## config.mk

```make
export PLATFORM = sky130hd
export DESIGN_NAME = adder_share_ctrl
export DESIGN_NICKNAME = d
export VERILOG_FILES = /design/src/rtl/adder_share_ctrl_pkg.sv /design/src/rtl/adder_share_ctrl_rr_arbiter.sv /design/src/rtl/adder_share_ctrl.sv
export SDC_FILE = /design/constraint.sdc
export NUM_CORES = 1
export LEC_CHECK = 0
export CORE_UTILIZATION = 44
export CTS_CLUSTER_SIZE = 25
export DETAILED_ROUTE_END_ITERATION = 6
export PLACE_DENSITY = 0.78
export SETUP_SLACK_MARGIN = 0.02
export SYNTH_ARGS = -nofsm -noshare
export SYNTH_HDL_FRONTEND = slang
export SYNTH_HIERARCHICAL = 1
export SYNTH_SLANG_ARGS = --single-unit
```

## constraint.sdc

```tcl
create_clock -name clk -period 4.4 [get_ports clk]
set_input_delay 0.88 -clock clk [delete_from_list [all_inputs] [get_ports clk]]
set_output_delay 0.88 -clock clk [all_outputs]
set_load 0.05 [all_outputs]
```

## src/rtl/adder_share_ctrl_pkg.sv

```systemverilog
// adder_share_ctrl_pkg: shared encodings and defaults for the adder-sharing controller
package adder_share_ctrl_pkg;
  localparam int ADD_W = 4;
  localparam int CNT_W = 4;
  // Three cycles of a 25-unit clock cover the adder's 60-unit worst-case carry ripple
  localparam int DEF_SETTLE_CYCLES = 3;
  typedef enum logic [1:0] {
    ST_IDLE  = 2'd0,
    ST_DRIVE = 2'd1,
    ST_RESP  = 2'd2
  } state_e;
endpackage

```

## src/rtl/adder_share_ctrl_rr_arbiter.sv

```systemverilog
// rr_arbiter: round-robin pick of the first set request after the last winner
module rr_arbiter #(
  parameter int NREQ = 4,
  parameter int IDW  = 2
) (
  input  logic [NREQ-1:0] req,
  input  logic [IDW-1:0]  last,
  output logic [NREQ-1:0] gnt,
  output logic [IDW-1:0]  idx
);
  localparam int IW = (NREQ > 1) ? $clog2(NREQ) : 1;
  // Scan last+1, last+2, ... modulo NREQ and keep the first requester found
  always_comb begin
    int c;
    logic found;
    gnt = '0;
    idx = '0;
    found = 1'b0;
    c = 0;
    for (int k = 1; k <= NREQ; k++) begin
      c = (int'(last) + k) % NREQ;
      if (!found && req[c[IW-1:0]]) begin
        found = 1'b1;
        gnt[c[IW-1:0]] = 1'b1;
        idx = IDW'(c);
      end
    end
  end
endmodule

```

## src/rtl/adder_share_ctrl.sv

```systemverilog
// adder_share_ctrl: time-shares one external 4-bit ripple adder among NREQ requesters
module adder_share_ctrl
  import adder_share_ctrl_pkg::*;
#(
  parameter int NREQ          = 4,
  parameter int IDW           = 2,
  parameter int SETTLE_CYCLES = DEF_SETTLE_CYCLES
) (
  input  logic                  clk,
  input  logic                  rst_n,
  input  logic [NREQ-1:0]       req_valid,
  output logic [NREQ-1:0]       req_ready,
  input  logic [ADD_W*NREQ-1:0] req_a,
  input  logic [ADD_W*NREQ-1:0] req_b,
  input  logic [NREQ-1:0]       req_cin,
  output logic [ADD_W-1:0]      add_a,
  output logic [ADD_W-1:0]      add_b,
  output logic                  add_cin,
  input  logic [ADD_W-1:0]      add_sum,
  input  logic                  add_cout,
  output logic                  rsp_valid,
  input  logic                  rsp_ready,
  output logic [ADD_W-1:0]      rsp_sum,
  output logic                  rsp_cout,
  output logic [IDW-1:0]        rsp_id,
  output logic                  busy
);
  state_e            state_q, state_d;
  logic [IDW-1:0]    last_q, last_d;
  logic [CNT_W-1:0]  cnt_q, cnt_d;
  logic [ADD_W-1:0]  add_a_q, add_a_d, add_b_q, add_b_d;
  logic              add_cin_q, add_cin_d;
  logic [ADD_W-1:0]  rsp_sum_q, rsp_sum_d;
  logic              rsp_cout_q, rsp_cout_d;
  logic [IDW-1:0]    rsp_id_q, rsp_id_d;
  logic              rsp_valid_q, rsp_valid_d;
  logic [NREQ-1:0]   arb_req, gnt;
  logic [IDW-1:0]    gnt_idx;
  logic [ADD_W-1:0]  sel_a, sel_b;
  logic              sel_cin;

  // Arbitration only runs in IDLE and out of reset, so req_ready is zero otherwise
  assign arb_req = (state_q == ST_IDLE && rst_n) ? req_valid : '0;

  rr_arbiter #(.NREQ(NREQ), .IDW(IDW)) u_arb (
    .req  (arb_req),
    .last (last_q),
    .gnt  (gnt),
    .idx  (gnt_idx)
  );

  assign req_ready = gnt;
  assign add_a     = add_a_q;
  assign add_b     = add_b_q;
  assign add_cin   = add_cin_q;
  assign rsp_valid = rsp_valid_q;
  assign rsp_sum   = rsp_sum_q;
  assign rsp_cout  = rsp_cout_q;
  assign rsp_id    = rsp_id_q;
  assign busy      = state_q != ST_IDLE;

  // Steer the winning requester's operands toward the adder input registers
  always_comb begin
    sel_a = '0;
    sel_b = '0;
    sel_cin = 1'b0;
    for (int i = 0; i < NREQ; i++) begin
      sel_a |= gnt[i] ? req_a[ADD_W*i +: ADD_W] : '0;
      sel_b |= gnt[i] ? req_b[ADD_W*i +: ADD_W] : '0;
      sel_cin |= gnt[i] & req_cin[i];
    end
  end

  // Next-state: accept in IDLE, count down the settle window, hold result until taken
  always_comb begin
    state_d = state_q;
    last_d = last_q;
    cnt_d = cnt_q;
    add_a_d = add_a_q;
    add_b_d = add_b_q;
    add_cin_d = add_cin_q;
    rsp_sum_d = rsp_sum_q;
    rsp_cout_d = rsp_cout_q;
    rsp_id_d = rsp_id_q;
    rsp_valid_d = rsp_valid_q;
    case (state_q)
      ST_IDLE: begin
        if (|gnt) begin
          add_a_d = sel_a;
          add_b_d = sel_b;
          add_cin_d = sel_cin;
          rsp_id_d = gnt_idx;
          last_d = gnt_idx;
          cnt_d = CNT_W'(SETTLE_CYCLES - 1);
          state_d = ST_DRIVE;
        end
      end
      ST_DRIVE: begin
        cnt_d = cnt_q - CNT_W'(1);
        if (cnt_q == '0) begin
          cnt_d = '0;
          rsp_sum_d = add_sum;
          rsp_cout_d = add_cout;
          rsp_valid_d = 1'b1;
          state_d = ST_RESP;
        end
      end
      ST_RESP: begin
        if (rsp_ready) begin
          rsp_valid_d = 1'b0;
          state_d = ST_IDLE;
        end
      end
      default: state_d = ST_IDLE;
    endcase
  end

  // State and datapath registers; reset discards any in-flight transaction
  always_ff @(posedge clk or negedge rst_n) begin
    if (!rst_n) begin
      state_q <= ST_IDLE;
      last_q <= IDW'(NREQ - 1);
      cnt_q <= '0;
      add_a_q <= '0;
      add_b_q <= '0;
      add_cin_q <= 1'b0;
      rsp_sum_q <= '0;
      rsp_cout_q <= 1'b0;
      rsp_id_q <= '0;
      rsp_valid_q <= 1'b0;
    end else begin
      state_q <= state_d;
      last_q <= last_d;
      cnt_q <= cnt_d;
      add_a_q <= add_a_d;
      add_b_q <= add_b_d;
      add_cin_q <= add_cin_d;
      rsp_sum_q <= rsp_sum_d;
      rsp_cout_q <= rsp_cout_d;
      rsp_id_q <= rsp_id_d;
      rsp_valid_q <= rsp_valid_d;
    end
  end
endmodule

```

After elaboration in Yosys (flattened, before gate mapping)
Cells that the tools add are included. W data, S select, Z words.

Bits in registers: 25. Input port bits: 48. Output and inout port bits: 22. Word-level logic and storage cells: 112.

Add/subtract/negate cells: 5. Magnitude comparators: 8. Eq/ne operators: 5. Muxes and demuxes: 46. Bitwise operators: 16. Reduce and logical (&&, ||, !) cells: 22.

Operator list (count): $mux W4 (15); $or A4 B4 Y4 (9); $mux W2 (7); $mux W1 (13); $lt A2 B3 Y1 const B (4); $bmux W1 S2 (4); $demux W1 S2 (4); $ge A2 B1 Y1 const B (4); $logic_and A1 B1 Y1 (8); $pmux W4 S2 (1); $pmux W2 S3 (1); $reduce_and A2 Y1 (3); $reduce_and A3 Y1 (2); $reduce_bool A2 Y1 (3); $add A2 B1 Y2 const B (2); $add A2 B2 Y2 const B (2); $and A1 B1 Y1 (4); $logic_not A4 Y1 (1); $ne A2 B2 Y1 const B (2); $reduce_or A4 Y1 (1); $sub A4 B1 Y4 const B (1); $logic_not A1 Y1 (3); $or A1 B1 Y1 (3); $eq A2 B1 Y1 const B (1); 4 further kinds (4).

Logic depth before layout (Yosys ltp)
Gate-level depths: netlist of the first run.

Depth after elaboration: 19. Depth in mapped cells: 12. Depth with buffers taken out: 9.

Cells and area by module
Netlist of the first run, hierarchy kept.

By module, submodules not included: adder_share_ctrl (times used 1, cells each 106, area each 1263.7 um^2, sequential area each 628.1 um^2); rr_arbiter (times used 1, cells each 59, area each 490.5 um^2, sequential area each 0.0 um^2).

Worst setup path before layout of the first run
Ideal clock, no wire load.

Kind: input to register. Start point: input req_valid[2]. End point: register add_a_q[0] (netlist: add_a[0]). Setup time: 0.125 ns. Arrival time: 3.505 ns. Data required time: 4.275 ns. Path slack: 0.770 ns. Stages: 10. Path buffers: 3. Cells stage by stage: and3_1 buf_6 mux4_2 a211oi_4 a221o_1 buf_2 nor4_4 nor3_2 buf_6 mux2_4.

Elaborated cells on any way between the ends: 34. Classes of those cells: 20 x mux; 6 x bitwise; 8 x reduce/logical.

RTL lines: start, declared (line adder_share_ctrl.sv:11) `input logic [NREQ-1:0] req_valid,`; $mux W4 * (line adder_share_ctrl.sv:43) `assign arb_req = (state_q == ST_IDLE && rst_n) ? req_valid : '0;`; $bmux W1 S2 (line adder_share_ctrl_rr_arbiter.sv:22) `if (!found && req[c[IW-1:0]]) begin`; $mux W1 (implied by the code) (line adder_share_ctrl_rr_arbiter.sv:22); $mux W1 (line adder_share_ctrl_rr_arbiter.sv:22); $logic_not A1 Y1 (line adder_share_ctrl_rr_arbiter.sv:22); $logic_and A1 B1 Y1 (line adder_share_ctrl_rr_arbiter.sv:22); $mux W1 (line adder_share_ctrl_rr_arbiter.sv:22); $logic_not A1 Y1 (line adder_share_ctrl_rr_arbiter.sv:22); $logic_and A1 B1 Y1 (line adder_share_ctrl_rr_arbiter.sv:22); $mux W1 (line adder_share_ctrl_rr_arbiter.sv:22); $logic_not A1 Y1 (line adder_share_ctrl_rr_arbiter.sv:22); $logic_and A1 B1 Y1 (line adder_share_ctrl_rr_arbiter.sv:22); $mux W4 * (line adder_share_ctrl_rr_arbiter.sv:22); net req_ready[2] (line adder_share_ctrl.sv:12) `output logic [NREQ-1:0] req_ready,`; $mux W4 (line adder_share_ctrl.sv:68) `sel_a |= gnt[i] ? req_a[ADD_W*i +: ADD_W] : '0;`; $or A4 B4 Y4 (2 in a row) (line adder_share_ctrl.sv:68); end signal, assigned (line adder_share_ctrl.sv:124) `add_a_q <= '0;`; end signal, assigned (line adder_share_ctrl.sv:135) `add_a_q <= add_a_d;`; end, declared (line adder_share_ctrl.sv:31) `logic [ADD_W-1:0] add_a_q, add_a_d, add_b_q, add_b_d;`.

Mark *: on every way through the listed nets, which the timed path passes. The rest lies on a longest branch. The select of a mux whose other input is x is not followed. A chain may end at the register's enable or synchronous reset.

Final worst setup path of the first run
Start point: input rst_n. End point: output req_ready[1].

Word-level cells in the longest chain between the ends: 14. Elaborated cells on any way between the ends: 26. Classes of those cells: 16 x mux; 3 x bitwise; 7 x reduce/logical.

RTL lines: start, declared (line adder_share_ctrl.sv:10) `input logic rst_n,`; $logic_and A1 B1 Y1 * (line adder_share_ctrl.sv:43); $mux W4 * (line adder_share_ctrl.sv:43); net arb_req[2] (line adder_share_ctrl.sv:37) `logic [NREQ-1:0] arb_req, gnt;`; $bmux W1 S2 (line adder_share_ctrl_rr_arbiter.sv:22); $mux W1 (implied by the code) (line adder_share_ctrl_rr_arbiter.sv:22); $mux W1 (line adder_share_ctrl_rr_arbiter.sv:22); $logic_not A1 Y1 (line adder_share_ctrl_rr_arbiter.sv:22); $logic_and A1 B1 Y1 (line adder_share_ctrl_rr_arbiter.sv:22); $mux W1 (line adder_share_ctrl_rr_arbiter.sv:22); $logic_not A1 Y1 (line adder_share_ctrl_rr_arbiter.sv:22); $logic_and A1 B1 Y1 (line adder_share_ctrl_rr_arbiter.sv:22); $mux W1 (line adder_share_ctrl_rr_arbiter.sv:22); $logic_not A1 Y1 (line adder_share_ctrl_rr_arbiter.sv:22); $logic_and A1 B1 Y1 (line adder_share_ctrl_rr_arbiter.sv:22); $mux W4 * (line adder_share_ctrl_rr_arbiter.sv:22); end, declared (line adder_share_ctrl.sv:12).

Marked as above.

==> flow_summary.json, run 1 <==
{
  "synthAdderAreaFrac": 0.0571,
  "cts_buffers": 3,
  "area_delta_synth_final_pct": 47.0,
  "fillers": 291,
  "syn_inst": 165,
  "diodes": 0,
  "io_buffers": 69,
  "cts_root_buf": "clkbuf_8",
  "gp_congestion": 0.835,
  "async_reset_ff_frac": 1.00,
  "grt_max_degree": 26,
  "relSlewSlack": 0.420,
  "first_global_vias": 1567,
  "ys_seq_area_frac": 0.358,
  "viasPerCell": 5.47,
  "synth_edf_count": 0,
  "pin_count": 70,
  "grt_pass1_wl_um": 7560,
  "grt.total_usage": 0.232,
  "cts_tree": "done",
  "maxSlewViolCount": 0,
  "initial_utilization": 0.469,
  "clock-sinks": 25,
  "die_w_um": 65.1,
  "synth_top_family_by_area": "compound AO/OA/AOI/OAI gates",
  "drt-total-wl_um": 4710,
  "numPlacedInstances": 281,
  "h-tree-depth": 1,
  "tns_ns": 0,
  "grt.overflow.total": 0,
  "drive_gt1_frac": 0.169,
  "max_freq_ghz": 0.249,
  "status": "complete, no violations",
  "avgSynthCellArea_um2": 10.6,
  "hold_viol_final": 0,
  "setup_viol": 0,
  "crit_type": "in -> out",
  "worst_setup_path_end_kind": "output port",
  "yosys_warnings": 6,
  "final_net_count": 294,
  "grt_antenna_before_repair": 0,
  "cts_setup_buffers": 0,
  "synthXorXnorAreaFrac": 0,
  "dieArea_um2": 4240,
  "skew_ns": 0.00606,
  "dr.pass1.iters": 4,
  "p_leak_uw": 0.00110,
  "drt-initial-drc-count": 125,
  "synth_ff_type": "dfrtp_1",
  "core-area_um2": 3740,
  "cap_violations": 0,
  "rsz0062_at_grt": "no",
  "worstPathArrival_ns": 3.13,
  "clock_path_buffers": 2,
  "post_synth_num_cell_types": 43,
  "holdCritPathClass": "reg -> reg",
  "antenna_left": 0,
  "crit_required_ns": 3.52,
  "num_rows": 22,
  "fp.dieH_um": 65.1,
  "vdd_drop_max_mv": 0.618,
  "dp_hpwl_um": 3740,
  "synth_compound_area_frac": 0.215,
  "cp_max_fo": 10,
  "final.min_clock_period_ns": 4.01,
  "p_per_area_nw_per_um2": 906,
  "layout_commonest_cell": "clkdlybuf4s50_1",
  "clk_pin_slew_ns": 0.09,
  "finalCritPeriodShare": 0.912,
  "clock_latency_ns": 0.27,
  "layout_common_cells": "clkdlybuf4s50_1, dfrtp_1, nand2_1",
  "synth_simple_gate_area_frac": 0.150,
  "vias": 1558,
  "synth.area.mux_share": 0.165,
  "wl_per_cell_um": 16.5,
  "startpoint_type": "input port",
  "tightest_slew_ns": 0.865,
  "ctsHoldBuffers": 0,
  "post_cts_resized": 0,
  "drc": 0,
  "syn-cell-area_um2": 1750,
  "syn_nets": 221,
  "ys_ff_latch": 25,
  "final_cells": 285
}
## layout make-up
class,instances,area (um^2),share of cell area
clock buffer,3,41.3,0.0160
clock inverter,1,7.51,0.00291
inverter,6,22.5,0.00873
multi-input combinational,125,1030,0.399
sequential,25,628,0.244
tap,48,60.1,0.0233
timing repair buffer,77,791,0.307
## path summary, 6_finish.rpt
kind	startpoint	endpoint	slack, ns	depth (start not counted)
worst min-delay path	rsp_sum[2]	rsp_sum[2]	0.51	1
worst min register to register	rsp_sum[2]	rsp_sum[2]	0.51	1
max in group asynchronous	rst_n	last_q[1]	3.03	2
min in group asynchronous	rst_n	state_q[0]	1.07	2
worst max register to register	last_q[0]	rsp_id[0]	0.77	9
worst max-delay path	rst_n	req_ready[1]	0.39	8
## critical path: stages
cell and delay [ns]:
clkdlybuf4s50_1 0.53, and3_1 0.37, and2b_4 0.24, a221oi_2 0.30, a211oi_4 0.09, a221o_1 0.35, buf_4 0.20, buf_12 0.15
## registers in the layout (all words and copies together), names as in the netlist
register,cells
rsp_sum,4
last_q,2
rsp_cout,1
add_b,4
add_cin,1
rsp_id,2
rsp_valid,1
state_q,2
cnt_q,4
add_a,4
## routing by layer
layer,part of all wire,global-route usage
met4,0.010,0.0598
met5,0,0
met2,0.51,0.392
met3,0.030,0.0226
met1,0.45,0.320
## power by group
part / internal (uW) / total (uW) / leakage, uW / switching [uW]
registers: 340 / 433 / 0.000308 / 93.2
logic: 787 / 1770 / 0.000770 / 979
clock network: 64.2 / 138 / 0.0000217 / 73.9
total: 1190 / 2340 / 0.00110 / 1150
## synth_stat cells, drive strengths merged (2+ instances only)
master  count  area (um^2)
mux4        2         45.0
nor4        2         27.5
nor3        3         20.0
and2b       2         17.5
nor2        4         17.5
a221o       4         40.0
and3        4         25.0
a22oi      20          155
dfrtp      23          576
ha          8          100
and3b       2         17.5
dfstp       2         52.6
buf         9         75.1
a21oi       2         10.0
o22ai       2         12.5
inv         5         18.8
mux2       19          244
nand2b      4         25.0
o21ai      13         65.1
nand2      22         82.6
## kinds of logic after synthesis
logic type | Yosys count
adders and majority gates | 8
AOI/OAI and AO/OA | 49
DFF | 25
muxes | 21
and+or+nand+nor | 47
buffers and inverters | 15
## metrics by stage
stage	area [um^2]	setup slack (ns)	hold slack, ns	utilization	power (uW)
final	2580	0.388	0.508	0.689	2340
after global routing	2580	0.187	0.529	0.689	2480
after CTS	2580	0.384	0.510	0.689	2350
after floorplan	1750	0.770	0.517	-	1680
after global placement	2530	0.270	0.472	0.676	2170
after detailed placement	2530	0.211	0.487	0.676	2200
No activity file was read; power rests on OpenSTA's default activity.
==> run 2: changes to the inputs <==
==> constraint.sdc (replaced) <==
create_clock -name clk -period 4.4 [get_ports clk]
set_input_delay 0.88 -clock clk [delete_from_list [all_inputs] [get_ports clk]]
set_output_delay 0.88 -clock clk [all_outputs]
set_load 0.1 [all_outputs]
==> flow_summary.json, run 2 (synthesis results as in run 1) <==
{
  "setup_viol": 0,
  "dieArea_um2": 4240,
  "grt_busiest_layer": "met2",
  "io_buffers": 69,
  "crit_required_ns": 3.52,
  "worstPathArrival_ns": 3.16,
  "final_net_count": 294,
  "layout_commonest_cell": "clkdlybuf4s50_1",
  "worst_setup_path_end_kind": "output port",
  "cts_root_buf": "clkbuf_8",
  "crit_type": "in -> out",
  "final.min_clock_period_ns": 4.04,
  "layout_common_cells": "clkdlybuf4s50_1, dfrtp_1, nand2_1",
  "viasPerCell": 5.52,
  "maxSlewViolCount": 0,
  "grt.overflow.total": 0,
  "cap_violations": 0,
  "max_freq_ghz": 0.248,
  "drc": 0,
  "cp_slowest_cell": "clkdlybuf4s50_1",
  "core-area_um2": 3740,
  "relSlewSlack": 0.321,
  "num_rows": 22,
  "antenna_left": 0,
  "h-tree-depth": 1,
  "vias": 1572,
  "die_w_um": 65.1,
  "multi_input_area_um2": 1030,
  "max_stage_delay_ns": 0.52,
  "use_met1": 0.318,
  "grt_max_degree": 26,
  "fillers": 307,
  "critPathBufInv": 3,
  "drt-total-wl_um": 4770,
  "crit_chain": "clkdlybuf4s50_1 -> and3_1 -> and3b_1 -> a21oi_1 -> o41ai_2 -> a221o_1 -> buf_4 -> buf_12",
  "met3_usage": 0.0226,
  "wl_per_cell_um": 16.7,
  "grt_pass1_wl_um": 7450,
  "drive_gt1_frac": 0.169,
  "tightest_slew_ns": 1.02,
  "cts_buffers": 3,
  "status": "complete, no violations",
  "fp.dieH_um": 65.1,
  "area_delta_synth_final_pct": 47.0,
  "gp_congestion": 0.841,
  "skew_ns": 0.00307,
  "clk_pin_slew_ns": 0.09,
  "startpoint_type": "input port",
  "pin_count": 70,
  "dr.pass1.iters": 4,
  "clock_latency_ns": 0.27,
  "path_delay_family": "buffers and inverters",
  "dp_hpwl_um": 3740,
  "finalCritPeriodShare": 0.918,
  "grt.total_usage": 0.232,
  "drt-initial-drc-count": 115,
  "tns_ns": 0,
  "rsz0062_at_grt": "no",
  "first_global_vias": 1528,
  "seqCellArea_um2": 628,
  "diodes": 0,
  "post_cts_resized": 0,
  "holdCritPathClass": "reg -> reg",
  "clock-sinks": 25,
  "r2r_setup_slack_ns": 0.74,
  "cts_tree": "done",
  "ctsHoldBuffers": 0,
  "cp_max_fo": 10,
  "grt_antenna_before_repair": 0,
  "met2_usage": 0.378,
  "initial_utilization": 0.469,
  "cts_setup_buffers": 0,
  "hold_viol_final": 0,
  "clock_path_buffers": 2
}
[run 2: cell counts in the layout (fill, tap and decap cells not counted)]
No cell type changed its count.
[run 2: per-stage QoR]
step                       util  cells  worst slack [ns]  instance area, um^2  hold WS [ns]
final                     0.689    285             0.361                 2580         0.509
after global routing      0.689    285             0.179                 2580         0.530
after global placement    0.676    281             0.273                 2530         0.472
after floorplan               -    165             0.391                 1750         0.517
after CTS                 0.689    285             0.333                 2580         0.510
after detailed placement  0.676    281             0.139                 2530         0.485
[run 2: worst paths after layout]
kind,startpoint,end,cells after the start
hold reg to reg,rsp_sum[3],rsp_sum[3],1
setup reg to reg,last_q[0],rsp_id[1],9
hold / removal,rsp_sum[3],rsp_sum[3],1
min in group asynchronous,rst_n,add_a[1],2
max in group asynchronous,rst_n,last_q[1],2
setup / recovery,rst_n,req_ready[3],8
[run 2: final cells by class]
class / instances / area share
clock buffers: 3 / 0.0160
clock inverters: 1 / 0.00291
inverters: 6 / 0.00873
multi-input cells: 125 / 0.399
flip-flops and latches: 25 / 0.244
well taps: 48 / 0.0233
repair buffers: 77 / 0.307
[run 2: per-layer routing]
layer / part of all wire / vias up
met5: 0 / -
met3: 0.026 / 16
met4: 0.026 / 0
li1: - / 767
met2: 0.50 / 44
met1: 0.45 / 745
Power of run 2 is not shown: default switching activity piles up to over one toggle a cycle in this logic, so the estimate is an artifact.
==> run 3: changes to the inputs <==
--- a/config.mk
+++ b/config.mk
@@ -5,6 +5,7 @@
 export SDC_FILE = /design/constraint.sdc
 export NUM_CORES = 1
 export LEC_CHECK = 0
+export CORE_MARGIN = 1.5
 export CORE_UTILIZATION = 44
 export CTS_CLUSTER_SIZE = 25
 export DETAILED_ROUTE_END_ITERATION = 6
==> flow_summary.json, run 3 (synthesis results as in run 1) <==
{
  "antenna_left": 0,
  "fillers": 300,
  "final.min_clock_period_ns": 4.07,
  "finalCritPeriodShare": 0.925,
  "relSlewSlack": 0.333,
  "post_cts_resized": 0,
  "first_global_vias": 1528,
  "grt_pass1_wl_um": 7250,
  "holdCritPathClass": "reg -> reg",
  "max_freq_ghz": 0.246,
  "drive_gt1_frac": 0.176,
  "cts_root_buf": "clkbuf_8",
  "initial_utilization": 0.469,
  "worst_setup_path_end_kind": "output port",
  "viasPerCell": 5.56,
  "drc": 0,
  "clock_latency_ns": 0.27,
  "die_w_um": 66.1,
  "r2r-end": "rsp_id[1]",
  "gp_congestion": 0.816,
  "critical_path.startpoint": "rst_n",
  "dp_hpwl_um": 3610,
  "whs_ns": 0.495,
  "whs_endpoint": "rsp_cout",
  "rsz0062_at_grt": "no",
  "diodes": 0,
  "tightest_slew_ns": 0.997,
  "fp.dieH_um": 66.1,
  "reg2regPathDepth": 9,
  "clock_path_buffers": 2,
  "min_path_cells": 1,
  "crit_required_ns": 3.52,
  "dieArea_um2": 4370,
  "wl_per_cell_um": 15.7,
  "ctsHoldBuffers": 0,
  "worstPathArrival_ns": 3.19,
  "grt.overflow.total": 0,
  "drt-total-wl_um": 4520,
  "tns_ns": 0,
  "status": "complete, no violations",
  "pin_count": 70,
  "skew_ns": 0.00269,
  "layout_commonest_cell": "clkdlybuf4s50_1",
  "r2r_start": "last_q[0]",
  "layout_common_cells": "clkdlybuf4s50_1, dfrtp_1, nand2_1",
  "num_rows": 22,
  "setup_viol": 0,
  "cts_tree": "done",
  "hold_viol_final": 0,
  "h-tree-depth": 1,
  "drt-initial-drc-count": 90,
  "cap_violations": 0,
  "grt.total_usage": 0.217,
  "dr.pass1.iters": 4,
  "grt_max_degree": 22,
  "core-area_um2": 3740,
  "seqCellArea_um2": 628,
  "area_delta_synth_final_pct": 47.7,
  "r2r_setup_slack_ns": 0.77,
  "clk_pin_slew_ns": 0.08,
  "vias": 1596,
  "final_net_count": 296,
  "startpoint_type": "input port",
  "maxSlewViolCount": 0,
  "cts_buffers": 3,
  "min-delay-start": "rsp_cout",
  "cts_setup_buffers": 0,
  "multi_input_area_um2": 1030,
  "cp_max_fo": 10,
  "clock-sinks": 25,
  "io_buffers": 69,
  "crit_type": "in -> out",
  "grt_antenna_before_repair": 0
}
[run 3: per-layer routing]
layer / up-vias / GRT usage / part of all wire
met1: 774 / 0.290 / 0.44
met3: 6 / 0.0256 / 0.042
met4: 0 / 0.0740 / 0.017
li1: 769 / - / -
met5: - / 0 / 0
met2: 47 / 0.364 / 0.50
[run 3: cell type report]
type	count	share of cell area
repair buffers	79	0.311
multi-input cells	125	0.397
flip-flops and latches	25	0.242
well taps	48	0.0232
inverters	6	0.00869
clock buffers	3	0.0159
clock inverters	1	0.00193
[run 3: metrics by stage]
step | util | instances | worst slack, ns | cell area, um^2
2_1_floorplan | - | 165 | 0.391 | 1750
3_3_place_gp | 0.680 | 283 | 0.223 | 2540
3_5_place_dp | 0.680 | 283 | 0.134 | 2540
4_1_cts | 0.692 | 287 | 0.321 | 2590
5_1_grt | 0.692 | 287 | 0.189 | 2590
6_report | 0.692 | 287 | 0.329 | 2590
[run 3: how the worst max path moves through the flow]
| stage | end | slack (ns) | cells after the start |
|---|---|---|---|
| after floorplan | add_a[0] | 0.39 | 10 |
| after global placement | rsp_id[0] | 0.22 | 10 |
| after detailed placement | rsp_id[1] | 0.13 | 10 |
| after CTS | req_ready[0] | 0.32 | 9 |
| after global routing | req_ready[0] | 0.19 | 8 |
| final | req_ready[1] | 0.33 | 9 |
[run 3: critical path: stages]
cell and delay (ns):
clkdlybuf4s50_1 0.56, and3_1 0.25, buf_4 0.15, and3b_1 0.17, o21ai_1 0.21, o41ai_2 0.16, a221o_1 0.43, buf_4 0.20
buf_12 0.17
Power of run 3 is left out for the same reason.
